## src/rtl/sc_fir_stream.sv

```systemverilog
// sc_fir_stream: stochastic-computing FIR engine with a ready/valid sample port.
// Tap and coefficient streams are ANDed and popcount-accumulated over 2^LOG_LEN cycles.
module sc_fir_stream #(
    parameter int N       = 12,
    parameter int TAPS    = 18,
    parameter int LOG_LEN = 12
) (
    input  logic                    clock_d,
    input  logic                    reset_n,
    input  logic [N-1:0]            in,
    input  logic                    in_valid,
    output logic                    in_ready,
    input  logic                    coef_we,
    input  logic [$clog2(TAPS)-1:0] coef_addr,
    input  logic [N-1:0]            coef_data,
    output logic [N-1:0]            out,
    output logic                    done
);
    localparam int CW = $clog2(TAPS);
    localparam int PW = $clog2(TAPS + 1);
    localparam int AW = PW + LOG_LEN;
    localparam int SH = N - LOG_LEN;
    localparam int WW = AW + SH;

    typedef enum logic {
        IDLE,
        RUN
    } state_t;

    state_t state, state_nxt;

    logic [N-1:0]       x    [TAPS];
    logic [N-1:0]       coef [TAPS];
    logic [LOG_LEN-1:0] cnt;
    logic [LOG_LEN-1:0] r2;
    logic [AW-1:0]      acc;
    logic [AW-1:0]      acc_sum;
    logic [TAPS-1:0]    p;
    logic [PW-1:0]      pc;
    logic [WW-1:0]      wide;
    logic [N-1:0]       res;
    logic               hs;
    logic               last;
    logic               cw_ok;

    always_ff @(posedge clock_d or negedge reset_n) begin
        if (!reset_n) begin
            state <= IDLE;
        end else begin
            state <= state_nxt;
        end
    end

    always_comb begin
        state_nxt = state;
        in_ready  = 1'b0;
        hs        = 1'b0;
        last      = 1'b0;
        unique case (state)
            IDLE: begin
                in_ready = 1'b1;
                hs       = in_valid;
                if (in_valid) begin
                    state_nxt = RUN;
                end
            end
            RUN: begin
                last = (cnt == '1);
                if (last) begin
                    state_nxt = IDLE;
                end
            end
            default: state_nxt = IDLE;
        endcase
    end

    // Second comparator threshold is the bit-reversed count, decorrelating the two streams.
    always_comb begin
        r2 = '0;
        for (int i = 0; i < LOG_LEN; i++) begin
            r2[i] = cnt[LOG_LEN-1-i];
        end
    end

    always_comb begin
        p = '0;
        for (int k = 0; k < TAPS; k++) begin
            p[k] = (x[k][N-1 -: LOG_LEN] > cnt) &
                   (coef[k][N-1 -: LOG_LEN] > r2);
        end
    end

    always_comb begin
        pc = '0;
        for (int k = 0; k < TAPS; k++) begin
            pc = pc + PW'(p[k]);
        end
    end

    assign acc_sum = acc + AW'(pc);
    assign wide    = (WW'(acc_sum) << SH) >> CW;
    assign res     = (|wide[WW-1:N]) ? '1 : wide[N-1:0];

    assign cw_ok = coef_we && (state == IDLE) && (int'(coef_addr) < TAPS);

    always_ff @(posedge clock_d or negedge reset_n) begin
        if (!reset_n) begin
            for (int k = 0; k < TAPS; k++) begin
                x[k]    <= '0;
                coef[k] <= '0;
            end
            cnt  <= '0;
            acc  <= '0;
            out  <= '0;
            done <= 1'b0;
        end else begin
            done <= last;
            if (cw_ok) begin
                coef[coef_addr] <= coef_data;
            end
            if (hs) begin
                x[0] <= in;
                for (int k = 1; k < TAPS; k++) begin
                    x[k] <= x[k-1];
                end
                cnt <= '0;
                acc <= '0;
            end else if (state == RUN) begin
                cnt <= cnt + 1'b1;
                acc <= acc_sum;
            end
            if (last) begin
                out <= res;
            end
        end
    end

endmodule

```

## config.mk

```make
export PLATFORM = sky130hd
export DESIGN_NAME = sc_fir_stream
export DESIGN_NICKNAME = d
export VERILOG_FILES = /design/src/rtl/sc_fir_stream.sv
export SDC_FILE = /design/constraint.sdc
export NUM_CORES = 1
export LEC_CHECK = 0
export BUFFER_PORTS_ARGS = -buffer_cell sky130_fd_sc_hd__buf_2
export CAP_MARGIN = 20
export CORE_MARGIN = 5
export CORE_UTILIZATION = 45
export CTS_BUF_LIST = sky130_fd_sc_hd__clkbuf_16
export CTS_CLUSTER_DIAMETER = 40
export DETAILED_ROUTE_END_ITERATION = 16
export PLACE_DENSITY = 0.58
export SLEW_MARGIN = 40
export SYNTH_ARGS = -nofsm -noshare
export SYNTH_HDL_FRONTEND = slang
export SYNTH_SLANG_ARGS = --single-unit
```

## constraint.sdc

```tcl
create_clock -name clock_d -period 8.1 [get_ports clock_d]
set_clock_uncertainty 0.2 [all_clocks]
set_input_delay 1.215 -clock clock_d [delete_from_list [all_inputs] [get_ports clock_d]]
set_output_delay 1.215 -clock clock_d [all_outputs]
set_load 0.1 [all_outputs]
```

==> results.sh, run 1 <==
export IMPL_status="finished, final reports clean"
export IMPL_synth_area_top_cells="dfrtp_1 43%, ha_1 20%, mux2_2 17%, a21oi_1 3.7%, nand4_1 1.8%"
export IMPL_synth_nets=2839
export IMPL_fin_tns_setup_ns=0
export IMPL_globalRouteOverflowTotal=0
export IMPL_met1_length_um=33100
export IMPL_ir_worst_vdd_v=0.000176
export IMPL_fmax_ghz=0.133
export IMPL_relSlewSlack=0.439
export IMPL_path_clk_slew_ns=0.05
export IMPL_routed_wl_met3_um=2870
export IMPL_tightest_slew_ns=0.840
export IMPL_route_top_layer_used="met4"
export IMPL_slew_violations=0
export IMPL_die_x_um=259
export IMPL_cts_root_buf="clkbuf_16"
export IMPL_grt_max_degree=137
export IMPL_hp_class="flip-flop to flip-flop"
export IMPL_worst_r2r_cell_count=21
export IMPL_final_core_util=0.529
export IMPL_seq_area_frac_synth=0.426
export IMPL_first_iter_violations=954
export IMPL_hold_depth=1
export IMPL_synth_area_um2=27900
export IMPL_hold_ws_ns=0.272
export IMPL_antenna_found_initial=0
export IMPL_drt_vias_per_instance=5.70
export IMPL_synth_seq_cells=475
export IMPL_synth_cells=2346
export IMPL_p_leak_nw=17.1
export IMPL_yosys_area_top_type="dfrtp_1"
export IMPL_drt_total_wl_um=74900
export IMPL_num_fill_cells=5230
export IMPL_setup_worst_path_end_class="flip-flop"
export IMPL_grt_pass1_wl_um=118000
export IMPL_wl_met2_um=35500
export IMPL_worstSetupStartpointType="flip-flop"
export IMPL_yosys_area_top_type_share=0.426
export IMPL_syn_avg_cell_area_um2=11.9
export IMPL_finalSetupViolCount=0
export IMPL_vias=19300
export IMPL_portBuffers=46
export IMPL_rows=91
export IMPL_async_reset_ff_frac=1.00
export IMPL_insertion_delay_ns=0.63
export IMPL_grt_pass1_vias=20600
export IMPL_dieArea_um2=67100
export IMPL_cts_tree="built"
export IMPL_crit_type="flip-flop to flip-flop"
export IMPL_cp_max_fo=19
export IMPL_fin_nets=2963
export IMPL_htreeDepth=3
export IMPL_synth_distinct_cells=49
export IMPL_power_density_nw_per_um2=246
export IMPL_rsz0062_at_grt="no"
export IMPL_yosys_most_used_dff="dfrtp_1"
export IMPL_cp_data_arrival_time_ns=7.82
export IMPL_dp_hpwl_um=51200
export IMPL_clock_sinks=475
export IMPL_avgRoutedWirePerCell_um=22.1
export IMPL_drv_cap=0
export IMPL_fin_crit_ns=7.50
export IMPL_grt_usage=0.224
export IMPL_dpl_cell_count=3210
export IMPL_die_h_um=259
export IMPL_area_growth_synth_to_final_pct=16.7
export IMPL_synth_edf_count=0
export IMPL_gp_congestion=0.870
export IMPL_cts_buffers=94
export IMPL_finalCritPeriodShare=0.926
export IMPL_hold_viol_final=0
export IMPL_drc=0
export IMPL_cts_setup_buffers=0
export IMPL_diodes=0
export IMPL_io_pins=47
export IMPL_ctsLongestPathBuffers=3
export IMPL_cts_hold_buf=0
export IMPL_core_region_area_um2=61600
export IMPL_final_cells=3385
export IMPL_cp_required_ns=8.42
export IMPL_first_pass_iters=5
export IMPL_p_total_mw=8.01
export IMPL_ant_nets=0
export IMPL_ctsResizeCount=0
export IMPL_drive_above_1_share=0.277
export IMPL_ys_warn_count=0
export IMPL_initial_utilization=0.453
## sequential cells by signal (all words and copies together) (netlist names)
| signal | cells |
|---|---|
| out | 12 |
| state | 1 |
| coef | 216 |
| cnt | 12 |
| done | 1 |
| x | 216 |
| acc | 17 |
## power breakdown
part	switching, mW	total (mW)	internal [mW]
registers	0.0417	2.46	2.42
logic	1.14	1.71	0.568
clock network	1.39	3.84	2.45
## cell usage in the layout, fill, tap and decap left out, types with 11 or more instances in the layout
master / n
dfrtp_1: 475
ha_1: 447
mux2_2: 424
a21oi_1: 209
nand2_1: 120
clkbuf_16: 95
nand4_1: 81
nand3_1: 78
inv_1: 73
o21ai_0: 55
a21o_1: 52
nor2_1: 46
buf_2: 45
buf_4: 37
nor2b_1: 22
o211ai_1: 20
clkinvlp_4: 16
clkinv_2: 15
xnor2_1: 14
a211o_1: 13
a2111oi_0: 13
nor3b_1: 13
fa_1: 13
and4_1: 12
inv_6: 12
a21boi_0: 11
a22o_1: 11
clkinv_4: 11
## worst paths after layout
kind / from / end / slack [ns]
max: cnt[9] / out[11] / 0.60
min: cnt[10] / cnt[10] / 0.27
max reg2reg: cnt[9] / out[11] / 0.60
min reg2reg: cnt[10] / cnt[10] / 0.27
max in group asynchronous: reset_n / cnt[5] / 5.85
min in group asynchronous: reset_n / coef[55] / 0.32
## layer usage
metal | GRT usage | up-vias
li1 | - | 9072
met1 | 0.291 | 9640
met2 | 0.373 | 406
met3 | 0.0363 | 180
met4 | 0.0962 | 0
met5 | 0 | -
## worst max-delay path, stage by stage, from the launching register on
cell and delay (ns):
dfrtp_1 0.40, inv_1 0.62, buf_4 0.48, ha_1 0.32
o211ai_1 0.10, a21oi_1 0.08, a2111oi_0 0.69, a211o_1 0.21
fa_1 0.41, fa_1 0.49, fa_1 0.51, fa_1 0.54
fa_1 0.58, fa_1 0.46, inv_1 0.08, fa_1 0.20
nand3_1 0.11, a21oi_1 0.15, buf_4 0.16, o2111ai_1 0.14
xnor2_1 0.16, mux2_2 0.26
## per-stage QoR
| step | cell area, um2 | setup slack [ns] |
|---|---|---|
| after floorplan | 27900 | 1.32 |
| after global placement | 29300 | 0.719 |
| after global routing | 32600 | 0.336 |
| after detailed placement | 29400 | 0.622 |
| final | 32600 | 0.601 |
| after CTS | 32600 | 0.598 |
## synthesized netlist by cell type, types with 2 or more instances
| library cell | instances |
|---|---|
| dfrtp_1 | 475 |
| ha_1 | 447 |
| mux2_2 | 424 |
| a21oi_1 | 209 |
| nand2_1 | 121 |
| nand4_1 | 81 |
| nand3_1 | 78 |
| inv_1 | 75 |
| o21ai_0 | 55 |
| a21o_1 | 52 |
| nor2_1 | 47 |
| buf_2 | 35 |
| clkbuf_1 | 26 |
| nor2b_1 | 22 |
| o211ai_1 | 20 |
| a2111oi_0 | 19 |
| xnor2_1 | 14 |
| a211o_1 | 13 |
| fa_1 | 13 |
| nor3b_1 | 13 |
| and4_1 | 12 |
| a21boi_0 | 11 |
| a22o_1 | 11 |
| and3_1 | 9 |
| or2_2 | 7 |
| o31ai_1 | 6 |
| or4_1 | 6 |
| xor2_1 | 6 |
| mux2i_1 | 5 |
| a211oi_1 | 4 |
| buf_4 | 4 |
| or3_1 | 4 |
| nor3_1 | 3 |
| and2_1 | 2 |
| nand3b_1 | 2 |
| o22ai_1 | 2 |
## cell type report
| type | instances | area (um2) | share of cell area |
|---|---|---|---|
| multi-input combinational | 1729 | 15500 | 0.475 |
| sequential | 475 | 11900 | 0.365 |
| clock buffer | 95 | 2380 | 0.0729 |
| tap | 837 | 1050 | 0.0321 |
| clock inverter | 79 | 774 | 0.0238 |
| timing repair buffer | 94 | 739 | 0.0227 |
| inverter | 76 | 285 | 0.00875 |
## cell families (layout without fill, tap and decap cells)
logic type / count (synthesis) / in the layout / share of synthesized area
muxes: 429 / 429 / 0.173
and+or+nand+nor: 415 / 415 / 0.0775
DFF: 475 / 475 / 0.426
AOI/OAI and AO/OA: 405 / 405 / 0.0871
buffers and inverters: 142 / 344 / 0.0212
adders and majority gates: 460 / 460 / 0.210
xor gates and xnor gates: 20 / 20 / 0.00627
No activity file was read; power rests on OpenSTA's default activity.
==> run 2, diff against run 1 <==
- MAX_ROUTING_LAYER: unset -> met4
==> run 2 against run 1 <==
Sequential share of layout area is essentially flat. Core utilization barely moved. Register-to-register slack hardly changed. First-iteration DRC count is 0.31% lower. Total power about the same. Clock power about the same. Global-route usage is 0.65 points higher. Hold slack improved by 0.0014 ns. Die area is the same. Final cell count about the same. Sequential power is essentially flat. Largest cell class unchanged.
==> results.sh, run 2 (synthesis results as in run 1) <==
export IMPL_die_h_um=259
export IMPL_die_x_um=259
export IMPL_min_from="cnt[10]"
export IMPL_cp_data_arrival_time_ns=7.81
export IMPL_finalSetupViolCount=0
export IMPL_cts_tree="built"
export IMPL_cts_buffers=94
export IMPL_dieArea_um2=67100
export IMPL_cp_max_fo=19
export IMPL_tightest_slew_ns=0.813
export IMPL_ir_worst_vdd_v=0.000176
export IMPL_crit_family="adder cells"
export IMPL_antenna_found_initial=0
export IMPL_max_stage_delay_ns=0.71
export IMPL_path_clk_slew_ns=0.05
export IMPL_power_density_nw_per_um2=246
export IMPL_drv_cap=0
export IMPL_reg_top3="coef: 216 flops, x: 216 flops, acc: 17 flops"
export IMPL_cp_required_ns=8.41
export IMPL_crit_start="cnt[9]"
export IMPL_insertion_delay_ns=0.63
export IMPL_grt_pass1_vias=20600
export IMPL_setup_worst_path_end_class="flip-flop"
export IMPL_grt_max_degree=137
export IMPL_fin_crit_ns=7.49
export IMPL_fin_nets=2963
export IMPL_drive_above_1_share=0.277
export IMPL_worst_r2r_cell_count=21
export IMPL_drt_vias_per_instance=5.70
export IMPL_core_region_area_um2=61600
export IMPL_num_fill_cells=5232
export IMPL_slowest_stage="a2111oi_0"
export IMPL_grt_usage=0.230
export IMPL_p_switching_mw=2.57
export IMPL_hp_class="flip-flop to flip-flop"
export IMPL_worst_path_most_repeated_cell="fa_1"
export IMPL_path_cells="inv_1 -> buf_4 -> ha_1 -> o211ai_1 -> a21oi_1 -> a2111oi_0 -> a211o_1 -> fa_1 -> fa_1 -> fa_1 -> fa_1 -> fa_1 -> fa_1 -> inv_1 -> fa_1 -> nand3_1 -> a21oi_1 -> buf_4 -> o2111ai_1 -> xnor2_1 -> mux2_2"
export IMPL_rows=91
export IMPL_finalCritPeriodShare=0.925
export IMPL_globalRouteOverflowTotal=0
export IMPL_grt_pass1_wl_um=118000
export IMPL_clockPowerShare=0.479
export IMPL_io_pins=47
export IMPL_first_pass_iters=5
export IMPL_ctsResizeCount=0
export IMPL_vias=19300
export IMPL_cts_root_buf="clkbuf_16"
export IMPL_gp_congestion=0.886
export IMPL_cp_depth=21
export IMPL_crit_type="flip-flop to flip-flop"
export IMPL_fin_tns_setup_ns=0
export IMPL_slew_violations=0
export IMPL_switching_share=0.321
export IMPL_dp_hpwl_um=51200
export IMPL_relSlewSlack=0.444
export IMPL_hold_depth=1
export IMPL_p_leak_nw=17.1
export IMPL_htreeDepth=3
export IMPL_clock_sinks=475
export IMPL_cts_setup_buffers=0
export IMPL_portBuffers=46
export IMPL_area_growth_synth_to_final_pct=16.8
export IMPL_rsz0062_at_grt="no"
export IMPL_initial_utilization=0.453
export IMPL_avgRoutedWirePerCell_um=22.1
export IMPL_layout_commonest_cell="dfrtp_1"
export IMPL_drc=0
export IMPL_final_core_util=0.529
export IMPL_reg2reg_setup_slack_ns=0.61
export IMPL_worstSetupStartpointType="flip-flop"
export IMPL_seqPwrFrac=0.307
export IMPL_fmax_ghz=0.133
export IMPL_drt_total_wl_um=74800
export IMPL_comb_power_share=0.213
export IMPL_status="finished, final reports clean"
export IMPL_path_buf_inv=4
export IMPL_final_cell_mix="475 x dfrtp_1, 447 x ha_1, 424 x mux2_2"
export IMPL_ctsLongestPathBuffers=3
export IMPL_p_int_mw=5.44
export IMPL_reg2reg_from="cnt[9]"
export IMPL_ant_nets=0
export IMPL_first_iter_violations=951
export IMPL_hold_viol_final=0
export IMPL_cts_hold_buf=0
run 2: stage by stage:
stage | std cells | setup WS, ns | instance area [um2] | power (mW) | hold slack (ns)
2_1_floorplan | 2346 | 1.32 | 27900 | 3.47 | 0.245
3_3_place_gp | 3206 | 0.719 | 29300 | 4.12 | 0.261
3_5_place_dp | 3210 | 0.622 | 29400 | 4.19 | 0.268
4_1_cts | 3384 | 0.598 | 32600 | 8.07 | 0.276
5_1_grt | 3385 | 0.336 | 32600 | 8.41 | 0.301
6_report | 3386 | 0.608 | 32600 | 8.01 | 0.274
run 2: worst paths after layout:
path / end
min reg2reg: cnt[10]
min: cnt[10]
min in group asynchronous: coef[55]
max: out[11]
max in group asynchronous: cnt[3]
max reg2reg: out[11]
run 2: final cells by class:
cell class,count,area [um2],share of cell area
Antenna cell,1,2.50,0.0000767
Timing Repair Buffer,94,739,0.0227
Clock buffer,95,2380,0.0729
Tap cell,837,1050,0.0321
Multi-Input combinational cell,1729,15500,0.475
Clock inverter,79,774,0.0238
Inverter,76,285,0.00875
Sequential cell,475,11900,0.365
run 2: power groups by stage:
stage / Sequential (mW) / Clock (mW) / Combinational (mW)
finish: 2.46 / 3.84 / 1.71
global placement: 2.50 / 0 / 1.62
global route: 2.47 / 4.03 / 1.92
detailed placement: 2.50 / 0 / 1.69
floorplan: 2.49 / 0 / 0.974
CTS: 2.46 / 3.91 / 1.70
run 2: metal layers:
metal  track usage  vias to the layer above  share of wire
li1              -                     9081              -
met1         0.291                     9655           0.45
met2         0.372                      402           0.47
met3        0.0353                      175          0.036
met4        0.0977                        0          0.045
met5             -                        -              0
==> run 3, diff against run 2 <==
- ABC_AREA: unset -> 1
==> run 3 against run 2 <==
Hold slack gained 0.0049 ns. Flip-flop and latch count unchanged. Non-clock buffer count is 7 lower. Critical endpoint is now out[1]. Largest power group unchanged.
==> results.sh, run 3 <==
export IMPL_cts_hold_buf=0
export IMPL_insertion_delay_ns=0.63
export IMPL_status="finished, final reports clean"
export IMPL_grt_pass1_wl_um=123000
export IMPL_fin_tns_setup_ns=0
export IMPL_wl_met2_um=36500
export IMPL_gp_congestion=0.864
export IMPL_io_pins=47
export IMPL_cp_required_ns=8.41
export IMPL_die_x_um=260
export IMPL_avgRoutedWirePerCell_um=18.0
export IMPL_drv_cap=0
export IMPL_first_iter_violations=1490
export IMPL_yosys_area_top_type="dfrtp_1"
export IMPL_cts_tree="built"
export IMPL_drc=0
export IMPL_synth_edf_count=0
export IMPL_reg_top3="coef: 216 flops, x: 216 flops, acc: 17 flops"
export IMPL_seq_area_frac_synth=0.422
export IMPL_layout_commonest_cell="nand2_1"
export IMPL_post_dp_cell_area_um2=29300
export IMPL_max_stage_delay_ns=0.62
export IMPL_dp_hpwl_um=51900
export IMPL_antenna_found_initial=0
export IMPL_ys_warn_count=0
export IMPL_ctsLongestPathBuffers=3
export IMPL_drt_vias_per_instance=5.31
export IMPL_async_reset_ff_frac=1.00
export IMPL_path_buf_inv=4
export IMPL_cp_data_arrival_time_ns=7.47
export IMPL_rows=91
export IMPL_worst_path_most_repeated_cell="fa_1"
export IMPL_met1_length_um=33700
export IMPL_vias=22500
export IMPL_drt_total_wl_um=76100
export IMPL_portBuffers=46
export IMPL_first_pass_iters=5
export IMPL_cts_setup_buffers=0
export IMPL_yosysMostFrequentCell="nand2_1"
export IMPL_relSlewSlack=0.421
export IMPL_grt_max_degree=113
export IMPL_drive_above_1_share=0.0820
export IMPL_synth_nets=3747
export IMPL_fmax_ghz=0.140
export IMPL_cp_max_fo=13
export IMPL_synth_cells=3254
export IMPL_hold_ws_ns=0.279
export IMPL_routed_wl_met3_um=3550
export IMPL_crit_family="adder cells"
export IMPL_cts_buffers=88
export IMPL_grt_pass1_vias=22900
export IMPL_p_leak_nw=16.3
export IMPL_hp_class="flip-flop to flip-flop"
export IMPL_diodes=0
export IMPL_clock_sinks=475
export IMPL_hold_viol_final=0
export IMPL_yosys_most_used_dff="dfrtp_1"
export IMPL_slew_violations=0
export IMPL_initial_utilization=0.455
export IMPL_syn_avg_cell_area_um2=8.65
export IMPL_finalCritPeriodShare=0.884
export IMPL_fin_crit_ns=7.16
export IMPL_route_top_layer_used="met4"
export IMPL_setup_worst_path_end_class="flip-flop"
export IMPL_fin_ws_ns=0.938
export IMPL_slowest_stage="fa_1"
export IMPL_reg2reg_from="cnt[10]"
export IMPL_ir_worst_vdd_v=0.000193
export IMPL_area_growth_synth_to_final_pct=15.0
export IMPL_synth_area_top_cells="dfrtp_1 42%, ha_1 20%, nand2_1 11%, o21ai_0 7.1%, inv_1 3.7%"
export IMPL_final_area_um2=32400
export IMPL_htreeDepth=3
export IMPL_path_clk_slew_ns=0.05
export IMPL_rsz0062_at_grt="no"
export IMPL_final_cell_mix="817 x nand2_1, 475 x dfrtp_1, 447 x ha_1"
export IMPL_ant_nets=0
export IMPL_dp_slack_ns=0.909
export IMPL_ctsResizeCount=0
export IMPL_min_from="out[2]"
export IMPL_synth_seq_cells=475
export IMPL_tightest_slew_ns=0.866
export IMPL_fin_nets=3822
export IMPL_worstSetupStartpointType="flip-flop"
export IMPL_synth_distinct_cells=38
export IMPL_crit_type="flip-flop to flip-flop"
export IMPL_core_region_area_um2=61800
export IMPL_power_density_nw_per_um2=272
export IMPL_die_h_um=260
export IMPL_num_fill_cells=5701
export IMPL_yosys_area_top_type_share=0.422
export IMPL_dieArea_um2=67600
export IMPL_finalSetupViolCount=0
export IMPL_grt_usage=0.234
export IMPL_cts_root_buf="clkbuf_16"
export IMPL_ys_top_cells_by_count="819 x nand2_1, 475 x dfrtp_1, 447 x ha_1, 400 x o21ai_0, 278 x inv_1"
export IMPL_synth_area_um2=28100
export IMPL_globalRouteOverflowTotal=0
export IMPL_crit_start="cnt[10]"
## run 3: changes by cell type after synthesis, moves of 17 or more
cell | before | now
a2111oi_0 | 19 | 0
a21o_1 | 52 | 0
buf_6 | 0 | 20
clkbuf_1 | 26 | 50
inv_1 | 75 | 278
mux2_2 | 424 | 0
nand2_1 | 121 | 819
nand3_1 | 78 | 95
nand4_1 | 81 | 58
nor2_1 | 47 | 140
nor2b_1 | 22 | 0
nor3_1 | 3 | 23
o21ai_0 | 55 | 400
o21ai_1 | 0 | 123
## run 3: metal layers
layer  vias to the layer above  GRT usage
li1                      11200          -
met1                     10700      0.298
met2                       454      0.385
met3                       150     0.0353
met4                         0     0.0803
met5                         -          -
## run 3: tightest hold or removal path: stages, from the launching register on
cell and delay (ns):
dfrtp_1 0.34, nand2_1 0.05, nand2_1 0.05
## run 3: cell families after synthesis
family,share of synthesized area
compound gates,0.139
xor+xnor,0.000622
simple gates,0.171
flops,0.422
fa+ha+maj,0.208
buf+inv,0.0589
## run 3: layout make-up
type / count / area, um2 / area share
clock buffers: 89 / 2230 / 0.0688
multi-input cells: 2393 / 14600 / 0.452
clock inverters: 75 / 858 / 0.0265
well taps: 837 / 1050 / 0.0324
flip-flops and latches: 475 / 11900 / 0.367
inverters: 284 / 1070 / 0.0332
repair buffers: 87 / 656 / 0.0203
## run 3: power by group
part | internal [mW] | total (mW) | switching [mW]
clock network | 2.48 | 3.82 | 1.35
registers | 2.54 | 2.67 | 0.132
logic | 0.805 | 2.30 | 1.50
total | 5.82 | 8.79 | 2.98
## run 3: path summary, 6_finish.rpt
kind	depth (start not counted)	slack (ns)	endpoint
max	25	0.94	out[1]
min	2	0.28	out[2]
max reg2reg	25	0.94	out[1]
min reg2reg	2	0.28	out[2]
max in group asynchronous	4	5.83	coef[3]
min in group asynchronous	2	0.37	coef[213]
## run 3: per-stage QoR
stage | instances | total power, mW | util
3_5_place_dp | 4076 | 5.01 | 0.473
6_report | 4240 | 8.79 | 0.523
4_1_cts | 4240 | 8.88 | 0.523
5_1_grt | 4240 | 9.37 | 0.523
2_1_floorplan | 3254 | 4.12 | -
3_3_place_gp | 4074 | 4.91 | 0.472
